File: src/rtl/bus_pkg.sv
// Shared definitions for the system bus arbiter: state encoding,
// master indices, the reserved slave id and a one-hot decode helper.
package bus_pkg;

    typedef enum logic [1:0] {
        IDLE       = 2'd0,
        WAIT_SLAVE = 2'd1,
        BUSY       = 2'd2,
        RELEASE    = 2'd3
    } state_e;

    localparam logic       MASTER_1     = 1'b0;
    localparam logic       MASTER_2     = 1'b1;
    localparam logic [1:0] SID_INVALID  = 2'd3;
    localparam int         NUM_SLAVES_C = 3;

    function automatic logic [NUM_SLAVES_C-1:0] sid_onehot(
        input logic [1:0] sid
    );
        logic [NUM_SLAVES_C-1:0] oh;
        oh = '0;
        case (sid)
            2'd0:    oh = 3'b001;
            2'd1:    oh = 3'b010;
            2'd2:    oh = 3'b100;
            default: oh = '0;
        endcase
        return oh;
    endfunction

endpackage

File: src/rtl/bus_timeout_counter.sv
// Watchdog cycle counter for an active bus transfer; flags the last
// allowed cycle so the arbiter can force a release.
module bus_timeout_counter #(
    parameter int TIMEOUT_LEN = 4096,
    parameter int CNT_W       = 12
) (
    input  logic clk,
    input  logic reset,
    input  logic clear_i,
    input  logic enable_i,
    output logic expired_o
);

    logic [CNT_W-1:0] cnt_q;
    logic [CNT_W-1:0] cnt_d;

    always_comb begin
        cnt_d = cnt_q;
        if (clear_i) begin
            cnt_d = '0;
        end else if (enable_i) begin
            cnt_d = cnt_q + 1'b1;
        end
    end

    always_ff @(posedge clk) begin
        if (reset) begin
            cnt_q <= '0;
        end else begin
            cnt_q <= cnt_d;
        end
    end

    assign expired_o = (cnt_q == CNT_W'(TIMEOUT_LEN - 1));

endmodule

File: src/rtl/sys_bus_arbiter.sv
// Round-robin arbiter sharing the serial system bus between two masters
// and three slaves, with a watchdog on hung transfers.
module sys_bus_arbiter
    import bus_pkg::*;
#(
    parameter int SLAVE_ID_W  = 2,
    parameter int NUM_SLAVES  = 3,
    parameter int TIMEOUT_LEN = 4096,
    parameter int CNT_W       = 12
) (
    input  logic                  clk,
    input  logic                  reset,
    input  logic                  m1_request,
    input  logic [SLAVE_ID_W-1:0] m1_slave_id,
    input  logic                  m2_request,
    input  logic [SLAVE_ID_W-1:0] m2_slave_id,
    input  logic                  bus_done,
    input  logic [NUM_SLAVES-1:0] slave_ready,
    output logic                  m1_grant,
    output logic                  m2_grant,
    output logic                  bus_owner,
    output logic [NUM_SLAVES-1:0] slave_sel,
    output logic                  bus_busy,
    output logic                  timeout,
    output logic                  id_error
);

    state_e          state_q, state_d;
    logic            owner_q, owner_d;
    logic            last_q, last_d;
    logic [1:0]      sid_q, sid_d;
    logic            to_d, ierr_d;
    logic            win;
    logic [1:0]      wid;
    logic            own_req;
    logic            sid_ready;
    logic            expired;

    logic                  m1_grant_q, m2_grant_q, owner_out_q;
    logic [NUM_SLAVES-1:0] sel_q;
    logic                  busy_q, to_q, ierr_q;

    bus_timeout_counter #(
        .TIMEOUT_LEN (TIMEOUT_LEN),
        .CNT_W       (CNT_W)
    ) u_tmo (
        .clk       (clk),
        .reset     (reset),
        .clear_i   (state_q == IDLE),
        .enable_i  ((state_q == WAIT_SLAVE) || (state_q == BUSY)),
        .expired_o (expired)
    );

    assign own_req   = owner_q ? m2_request : m1_request;
    assign sid_ready = |(slave_ready & sid_onehot(sid_q));

    always_comb begin
        state_d = state_q;
        owner_d = owner_q;
        last_d  = last_q;
        sid_d   = sid_q;
        to_d    = 1'b0;
        ierr_d  = 1'b0;
        win     = 1'b0;
        wid     = '0;
        unique case (state_q)
            IDLE: begin
                if (m1_request || m2_request) begin
                    // On a tie the master not served last goes first
                    win     = (m1_request && m2_request) ? ~last_q
                                                         : m2_request;
                    wid     = win ? m2_slave_id : m1_slave_id;
                    owner_d = win;
                    sid_d   = wid;
                    if (wid == SID_INVALID) begin
                        ierr_d = 1'b1;
                        last_d = win;
                    end else begin
                        state_d = WAIT_SLAVE;
                    end
                end
            end
            WAIT_SLAVE: begin
                if (!own_req) begin
                    state_d = RELEASE;
                end else if (expired) begin
                    state_d = RELEASE;
                    to_d    = 1'b1;
                end else if (sid_ready) begin
                    state_d = BUSY;
                end
            end
            BUSY: begin
                if (bus_done || !own_req) begin
                    state_d = RELEASE;
                    last_d  = owner_q;
                end else if (expired) begin
                    state_d = RELEASE;
                    to_d    = 1'b1;
                end
            end
            RELEASE: begin
                state_d = IDLE;
            end
            default: begin
                state_d = IDLE;
            end
        endcase
    end

    always_ff @(posedge clk) begin
        if (reset) begin
            state_q     <= IDLE;
            owner_q     <= MASTER_1;
            last_q      <= MASTER_2;
            sid_q       <= '0;
            m1_grant_q  <= 1'b0;
            m2_grant_q  <= 1'b0;
            owner_out_q <= 1'b0;
            sel_q       <= '0;
            busy_q      <= 1'b0;
            to_q        <= 1'b0;
            ierr_q      <= 1'b0;
        end else begin
            state_q     <= state_d;
            owner_q     <= owner_d;
            last_q      <= last_d;
            sid_q       <= sid_d;
            m1_grant_q  <= (state_d == BUSY) && (owner_d == MASTER_1);
            m2_grant_q  <= (state_d == BUSY) && (owner_d == MASTER_2);
            owner_out_q <= (state_d == BUSY) && owner_d;
            sel_q       <= (state_d == BUSY) ? sid_onehot(sid_d) : '0;
            busy_q      <= (state_d != IDLE);
            to_q        <= to_d;
            ierr_q      <= ierr_d;
        end
    end

    assign m1_grant  = m1_grant_q;
    assign m2_grant  = m2_grant_q;
    assign bus_owner = owner_out_q;
    assign slave_sel = sel_q;
    assign bus_busy  = busy_q;
    assign timeout   = to_q;
    assign id_error  = ierr_q;

endmodule

File: config.mk
export PLATFORM = sky130hd
export DESIGN_NAME = sys_bus_arbiter
export DESIGN_NICKNAME = d
export VERILOG_FILES = /design/src/rtl/bus_pkg.sv /design/src/rtl/bus_timeout_counter.sv /design/src/rtl/sys_bus_arbiter.sv
export SDC_FILE = /design/constraint.sdc
export NUM_CORES = 1
export LEC_CHECK = 0
export CORE_MARGIN = 8
export CORE_UTILIZATION = 40
export DETAILED_ROUTE_END_ITERATION = 8
export MAX_ROUTING_LAYER = met4
export PLACE_DENSITY_LB_ADDON = 0.08
export SLEW_MARGIN = 20
export SYNTH_ARGS = -nofsm -noshare
export SYNTH_HDL_FRONTEND = slang
export SYNTH_SLANG_ARGS = --single-unit
File: constraint.sdc
create_clock -name clk -period 1.85 [get_ports clk]
set_clock_uncertainty 0.15 [all_clocks]
set_input_delay 0.37 -clock clk [delete_from_list [all_inputs] [get_ports clk]]
set_output_delay 0.37 -clock clk [all_outputs]
set_load 0.05 [all_outputs]
==> results of run 1 <==
-- cell usage after synthesis, types with 2 or more instances --
cell       instances
nor2b_1            5
nand2_1           11
a22oi_1            2
inv_1              6
nand3_1            2
o2111ai_1          2
nor4b_1            2
xnor2_1            3
clkbuf_1           3
o21ai_0            6
ha_1               4
a21oi_1            4
or3_1              3
nor2_1            22
dfxtp_1           26
a32oi_1            2
xor2_1             7
mux2i_1            4
nor3_1             4
and2_1             2
nand4_1            5
-- flip-flops by register name, indices dropped and copies added, names as in the netlist --
| signal | cells |
|---|---|
| m1_grant | 1 |
| u_tmo.cnt_q | 12 |
| last_q | 1 |
| timeout | 1 |
| owner_q | 1 |
| bus_busy | 1 |
| slave_sel | 3 |
| id_error | 1 |
| bus_owner | 1 |
| state_q | 2 |
| sid_q | 2 |
-- cells by family after synthesis --
kind of cell             share of synthesized area, %
XOR/XNOR                                         6.86
AO/OA/AOI/OAI                                    14.0
multiplexers                                     5.20
buffers and inverters                            3.24
AND/OR/NAND/NOR                                  26.0
flip-flops                                       40.8
adder cells (fa/ha/maj)                          3.92
-- metrics by stage --
| step | hold WS (ps) | setup slack, ps | utilization [%] | cell area, sq um | power, W |
|---|---|---|---|---|---|
| global placement | 338 | -458 | 56.3 | 1720 | 0.00188 |
| global route | 410 | -87.1 | 65.8 | 2010 | 0.00305 |
| floorplan | 292 | -0.718 | - | 1280 | 0.00144 |
| detailed placement | 354 | -530 | 56.3 | 1720 | 0.00190 |
| CTS | 374 | -40.7 | 63.3 | 1930 | 0.00267 |
| finish | 375 | -30.8 | 65.8 | 2010 | 0.00288 |
-- path summary, 6_finish.rpt --
kind                          startpoint                       to  slack, ps  cells after the start
max                       m1_slave_id[1]  slave_sel[2]$_SDFF_PP0_        -30                      7
min          u_tmo.cnt_q[5]$_SDFFE_PP0P_       timeout$_SDFF_PP0_        370                      2
max reg2reg        state_q[1]$_SDFF_PP0_  slave_sel[2]$_SDFF_PP0_        -30                      8
min reg2reg  u_tmo.cnt_q[5]$_SDFFE_PP0P_       timeout$_SDFF_PP0_        370                      2
-- what timing repair did --
item	in CTS	in global routing
setup endpoints to repair	9	10
gates resized for setup	29	10
cloned	0	1
buffers inserted	6	2
pin swaps	12	9
-- critical path, cell delays in order --
cell	delay, ps
clkdlybuf4s50_1	480
nand2_1	60
mux2_4	290
a211oi_4	290
nand2_4	110
buf_12	140
nor4b_2	240
-- routing by layer --
metal,vias up,global-route usage (%)
met5,-,-
met4,0,4.22
met3,4,2.89
met2,23,24.0
met1,563,13.6
li1,621,-
-- layout make-up --
class	instances	area [sq um]	area share, %
well taps	44	55.1	2.74
inverters	6	22.5	1.12
flip-flops and latches	26	526	26.2
repair buffers	59	515	25.7
clock buffers	3	22.5	1.12
multi-input cells	109	837	41.7
clock inverters	1	30.0	1.50
-- report_power, final --
part / switching [W] / total (W) / internal (W)
combinational: 0.000840 / 0.00178 / 0.000940
clock: 0.000164 / 0.000383 / 0.000219
sequential: 0.0000658 / 0.000719 / 0.000653
==> results.cfg, run 1 <==
[drt]
drt-met1-wl_um = 1430
drt-total-wl_um = 3340
highest_layer = met4
viasPerCell = 4.88
dr_wl_met3_um = 147
drtIter0Drc = 54
vias = 1211
detail-route-antenna-nets = 0
drcViolationCount = 0
met2WireLength_um = 1720
first_pass_iters = 4
wl_per_cell_um = 13.5

[place]
place_congestion = 0.927
port_buffers = 20
dp_hpwl_um = 2320
place_inst = 235

[floorplan]
row_count = 20
boundaryPins = 21
dieArea_sq_mm = 0.00525
core-area_sq_mm = 0.00305
die_h_um = 72.5
start_util_pct = 41.8
die_w_um = 72.5

[clock_network]
h-tree-depth = 1
cts_buffers = 3
hold_buffers = 0
ctsLongestPathBuffers = 2
clock-sinks = 26
cts_root_buffer = clkbuf_4
cts.clk_slew.worst_paths_ps = 140
cts_tree = built
clk_latency_ps = 310

[job]
cap_violations = 0

[global_routing]
grt_pass1_vias = 1231
overflow = 0
antenna_found_initial = 0
grt_start_max_net_pins = 16
grt_pass1_wl_um = 5440
grt_usage_pct = 13.1

[sta]
worst_slack_ps = -30.8
rsz0062_at_grt = yes
setup_viol = 2
drv_slew = 0
fin_setup_tns_ps = -43.8
hold_viol = 0
fin_crit_ps = 1880
worst_pin_slew_ps = 387
relSlewSlack_pct = 74.2
fin_crit_sh_pct = 102
timing.fmax_mhz = 532

[yosys]
netlist.area_leader.share_pct = 40.8
async_flop_share_pct = 0
synth_edf_count = 0
yosys_warnings = 0
syn_nets = 161
ys_ff_latch = 26
syn_avg_cell_area_sq_um = 8.80
synthFlopType = dfxtp_1
synthesis.area_sq_mm = 0.00128
yosysTopAreaCell = dfxtp_1
yosysUniqueCellTypes = 41
ys_top_cells_by_area = dfxtp_1 41%, nor2_1 6.5%, xor2_1 4.8%, ha_1 3.9%, nand2_1 3.2%
syn_inst = 145
yosysSeqAreaShare_pct = 40.8

[cells_and_area]
drive_gt1_share_pct = 40.2
final_nets = 221
fin_cells = 248
syn_to_final_growth_pct = 57.4
layout_common_cells = 42 x buf_4, 22 x dfxtp_1, 20 x nor2_1
antenna_cells = 0
nFillCells = 257
layout_commonest_cell = buf_4

[critical_path]
worstSetupPathType = in2reg
worstSetupStartpointType = input port
endpoint_kind = flip-flop
worstPathArrival_ps = 1970
cp.required_ps = 1940
cp_max_fo = 3

[power]
powerDensity_mw_per_mm2 = 1430
peakVddDrop_mv = 0.630
p_leak_nw = 0.795

[outcome]
status = finished, violations left
violations = negative setup slack

[hold_path]
hp-class = reg2reg
Power figures use the tool's default switching activity.
==> run 2: changes to the inputs <==
MAX_ROUTING_LAYER = not set   (was met4)
SKIP_CTS_REPAIR_TIMING = 1   (was not set)
==> run 2 against run 1 <==
Net effect:
- the flow still finishes with violations (negative setup slack)
- routed wire length is 6.4% lower
- clock power up 1%
- critical path depth decreased by 1
- via count rose by 0.58%
- utilization decreased by 1.5 points
- hold slack improved by 3.1 ps
- setup slack worse by 8.8 ps
- die area stayed put
- first-iteration DRC count increased by 54%
- final cell count decreased by 2.0%
- register-to-register slack is essentially flat
- critical path type is now reg2reg
- largest cell class unchanged
==> results.cfg, run 2 (synthesis results as in run 1) <==
[global_routing]
grt_pass1_wl_um = 4970
grt_pass1_vias = 1156
grt_start_max_net_pins = 16
grt_usage_pct = 11.6
antenna_found_initial = 0
overflow = 0

[clock_network]
cts_tree = built
clk_latency_ps = 320
clock-sinks = 26
ctsLongestPathBuffers = 2
cts_root_buffer = clkbuf_4
cts_buffers = 3
h-tree-depth = 1
cts.clk_slew.worst_paths_ps = 140

[drt]
wl_per_cell_um = 12.9
viasPerCell = 5.01
drcViolationCount = 0
vias = 1218
first_pass_iters = 4
detail-route-antenna-nets = 0
drt-total-wl_um = 3120
drtIter0Drc = 83

[power]
internal_power_w = 0.00164
p_leak_nw = 0.811
p_seq_share_pct = 27.1
peakVddDrop_mv = 0.610
power_w = 0.00265
powerDensity_mw_per_mm2 = 1350
switching_share_pct = 38.3
pwr-share-comb_pct = 58.3
clock_power_share_pct = 14.6
power_switching_w = 0.00102

[cells_and_area]
antenna_cells = 0
top_register = u_tmo.cnt_q
fin_cells = 243
final_nets = 216
largest_reg_flops = 12
final_cell_area_sq_mm = 0.00196
layout_commonest_cell = buf_4
nFillCells = 269
syn_to_final_growth_pct = 53.7
drive_gt1_share_pct = 37.7
layout_common_cells = 39 x buf_4, 23 x dfxtp_1, 20 x nor2_1

[critical_path]
critical-path-slowest-cell = dfxtp_2
endpoint_kind = flip-flop
cpPeakStageDelay_ps = 370
worstPathArrival_ps = 1980
worstSetupPathType = reg2reg
worstSetupStartpointType = flip-flop
cp.required_ps = 1950
cp_max_fo = 5
critPathTopFamily = compound AO/OA/AOI/OAI gates
crit_chain = a21boi_4 > mux2_4 > a211oi_4 > nand2_4 > buf_4 > nor4b_4
cp.buffers_inverters = 1

[floorplan]
row_count = 20
die_h_um = 72.5
die_w_um = 72.5
start_util_pct = 41.8
core-area_sq_mm = 0.00305
dieArea_sq_mm = 0.00525
boundaryPins = 21

[hold_path]
hp-class = reg2reg

[sta]
fin_crit_ps = 1890
worst_slack_ps = -39.6
drv_slew = 0
fin_crit_sh_pct = 102
setup_viol = 2
hold_viol = 0
rsz0062_at_grt = yes
worst_pin_slew_ps = 373
relSlewSlack_pct = 74.9
timing.fmax_mhz = 529

[place]
dp_hpwl_um = 2320
place_area_sq_mm = 0.00172
place_inst = 235
place_congestion = 0.911
port_buffers = 20

[outcome]
status = finished, violations left
violations = negative setup slack

[job]
cap_violations = 0
==> run 2: cell types whose count changed in the layout (fill, tap and decap cells not counted), moves of 2 or more <==
cell	change
clkdlybuf4s50_1	-3
dlygate4sd2_1	-3
o21ai_1	+2
buf_4	-3
o21ai_2	-2
dlymetal6s2s_1	+6
==> run 2: worst paths after layout <==
kind,start,to,slack [ps],depth (start not counted)
setup / recovery,last_q$_SDFFE_PP1P_,slave_sel[2]$_SDFF_PP0_,-40,6
hold / removal,u_tmo.cnt_q[5]$_SDFFE_PP0P_,timeout$_SDFF_PP0_,380,2
setup reg to reg,last_q$_SDFFE_PP1P_,slave_sel[2]$_SDFF_PP0_,-40,6
hold reg to reg,u_tmo.cnt_q[5]$_SDFFE_PP0P_,timeout$_SDFF_PP0_,380,2
==> run 2: power groups by stage <==
stage	clock network, W	logic, W	registers (W)
after floorplan	0	0.000639	0.000799
after global placement	0	0.00117	0.000713
after detailed placement	0	0.00119	0.000716
after CTS	0.000399	0.00119	0.000704
after global routing	0.000422	0.00165	0.000732
final	0.000388	0.00155	0.000720
==> run 2: cell type report <==
type	instances	area, sq um	area share (%)
Timing Repair Buffer	54	463	23.6
Tap cell	44	55.1	2.81
Inverter	6	22.5	1.15
Sequential cell	26	524	26.7
Clock inverter	1	30.0	1.53
Clock buffer	3	22.5	1.15
Multi-Input combinational cell	109	845	43.0
==> run 2: per-stage QoR <==
step	TNS, ps	hold WS [ps]	worst slack (ps)	util [%]
final	-75.6	378	-39.6	64.3
after global routing	-370	418	-93.6	64.3
after CTS	-755	374	-190	58.0
after detailed placement	-4720	354	-530	56.3
after global placement	-4220	338	-458	56.3
after floorplan	-1.35	292	-0.718	-
==> run 2: per-layer routing <==
metal  wire (um)  vias up  global-route usage [%]
met2        1570       34                    21.7
met4          31        0                    3.33
met5           0        -                       0
met3         192        4                    2.75
li1            -      613                       -
met1        1330      567                    12.6
==> run 2: worst min-delay path: cells and delay by family (launching register included) <==
kind          cells  cell delay [ps]
simple gates      2              150
flops             1              360
==> run 3: changes to the inputs <==
SETUP_SLACK_MARGIN = 0.05   (was not set)
==> run 3 against run 2 <==
Net effect:
- the run still ends with negative setup slack left
- sequential power increased by 1%
- sequential share of layout area increased by 0.44 points
- die area did not move
- maximum frequency is 0.83% higher
- critical path depth did not move
- first-iteration DRC count fell by 46%
- via count down 4.9%
- final cell count is 0.82% lower
==> results.cfg, run 3 (synthesis results as in run 1) <==
[outcome]
status = finished, violations left
violations = negative setup slack

[cells_and_area]
antenna_cells = 0
layout_commonest_cell = buf_4
utilization_pct = 63.5
top_register = u_tmo.cnt_q
drive_gt1_share_pct = 40.1
syn_to_final_growth_pct = 52.0
final_cell_area_sq_mm = 0.00194
final_nets = 214
layout_common_cells = 40 x buf_4, 21 x dfxtp_1, 20 x nor2_1
largest_reg_flops = 12

[drt]
wl_per_cell_um = 12.9
viasPerCell = 4.80
vias = 1158
detail-route-antenna-nets = 0
drt-total-wl_um = 3110
drcViolationCount = 0
first_pass_iters = 4
drtIter0Drc = 45

[job]
cap_violations = 0

[global_routing]
antenna_found_initial = 0
overflow = 0
grt_pass1_wl_um = 5130
grt_usage_pct = 12.0
use_met1_pct = 12.3
grt_start_max_net_pins = 16
met2_usage_pct = 22.9
grt_use_met3_pct = 2.62
busiest_layer = met2
grt_pass1_vias = 1221

[floorplan]
die_w_um = 72.5
core-area_sq_mm = 0.00305
dieArea_sq_mm = 0.00525
boundaryPins = 21
die_h_um = 72.5
row_count = 20
start_util_pct = 41.8

[power]
peakVddDrop_mv = 0.534
powerDensity_mw_per_mm2 = 1340
p_leak_nw = 0.779
power_w = 0.00260

[critical_path]
worstPathArrival_ps = 1960
cp_max_fo = 7
worstSetupPathType = reg2reg
ff2ff_path_depth = 6
cp.required_ps = 1940
worstSetupStartpointType = flip-flop
endpoint_kind = flip-flop

[sta]
fin_crit_ps = 1870
relSlewSlack_pct = 71.4
hold_viol = 0
rsz0062_at_grt = yes
drv_slew = 0
worst_slack_ps = -24.0
fin_crit_sh_pct = 101
timing.fmax_mhz = 534
worst_pin_slew_ps = 429
setup_viol = 2

[hold_path]
holdPathStages = 2
hp-class = reg2reg

[place]
place_congestion = 0.866
dp_hpwl_um = 2340
place_area_sq_mm = 0.00172
port_buffers = 20

[clock_network]
ctsLongestPathBuffers = 2
cts_buffers = 3
clock-sinks = 26
cts_tree = built
h-tree-depth = 1
clk_latency_ps = 330
cts_root_buffer = clkbuf_4
cts.clk_slew.worst_paths_ps = 150
## run 3: changes by cell type in the layout (fill, tap and decap cells not counted), moves of 2 or more
cell and delta:
ha_2 -2, nor4b_4 -2, dfxtp_2 +2, ha_1 +3
dfxtp_1 -2, dlymetal6s2s_1 -3, nor4b_2 +2, buf_6 -4
clkdlybuf4s50_1 +3
## run 3: critical path: stages (launching register included)
cell     delay (ps)
dfxtp_2         360
inv_2            60
ha_4            170
or4_4           530
o22ai_4         150
a21oi_4         120
nor4b_2         260
## run 3: metal layers
| layer | wire length, um | vias to the layer above |
|---|---|---|
| met3 | 129 | 2 |
| met4 | 15 | 0 |
| met2 | 1640 | 12 |
| li1 | - | 609 |
| met5 | 0 | - |
| met1 | 1330 | 535 |
## run 3: layout make-up
class                           count  area, sq um
Sequential cell                    26          527
Clock inverter                      1         30.0
Tap cell                           44         55.1
Timing Repair Buffer               52          433
Inverter                            6         22.5
Multi-Input combinational cell    109          850
Fill cell                         273         1110
Clock buffer                        3         22.5
## run 3: path summary, 6_finish.rpt
kind | start | endpoint | slack [ps]
worst max-delay path | state_q[0]$_SDFF_PP0_ | slave_sel[2]$_SDFF_PP0_ | -20
worst min-delay path | u_tmo.cnt_q[5]$_SDFFE_PP0P_ | timeout$_SDFF_PP0_ | 370
worst max register to register | state_q[0]$_SDFF_PP0_ | slave_sel[2]$_SDFF_PP0_ | -20
worst min register to register | u_tmo.cnt_q[5]$_SDFFE_PP0P_ | timeout$_SDFF_PP0_ | 370
## run 3: metrics by stage
| step | worst slack (ps) | hold slack (ps) | instances | setup TNS, ps |
|---|---|---|---|---|
| 2_1_floorplan | 54.1 | 292 | 145 | 0 |
| 3_3_place_gp | -459 | 335 | 235 | -4320 |
| 3_5_place_dp | -509 | 354 | 235 | -4860 |
| 4_1_cts | -162 | 373 | 239 | -770 |
| 5_1_grt | -107 | 385 | 241 | -279 |
| 6_report | -24.0 | 372 | 241 | -26.3 |
## run 3: power breakdown
group | total, W | internal, W | switching, W
Combinational | 0.00148 | 0.000736 | 0.000746
Sequential | 0.000728 | 0.000655 | 0.0000728
Clock | 0.000395 | 0.000219 | 0.000176
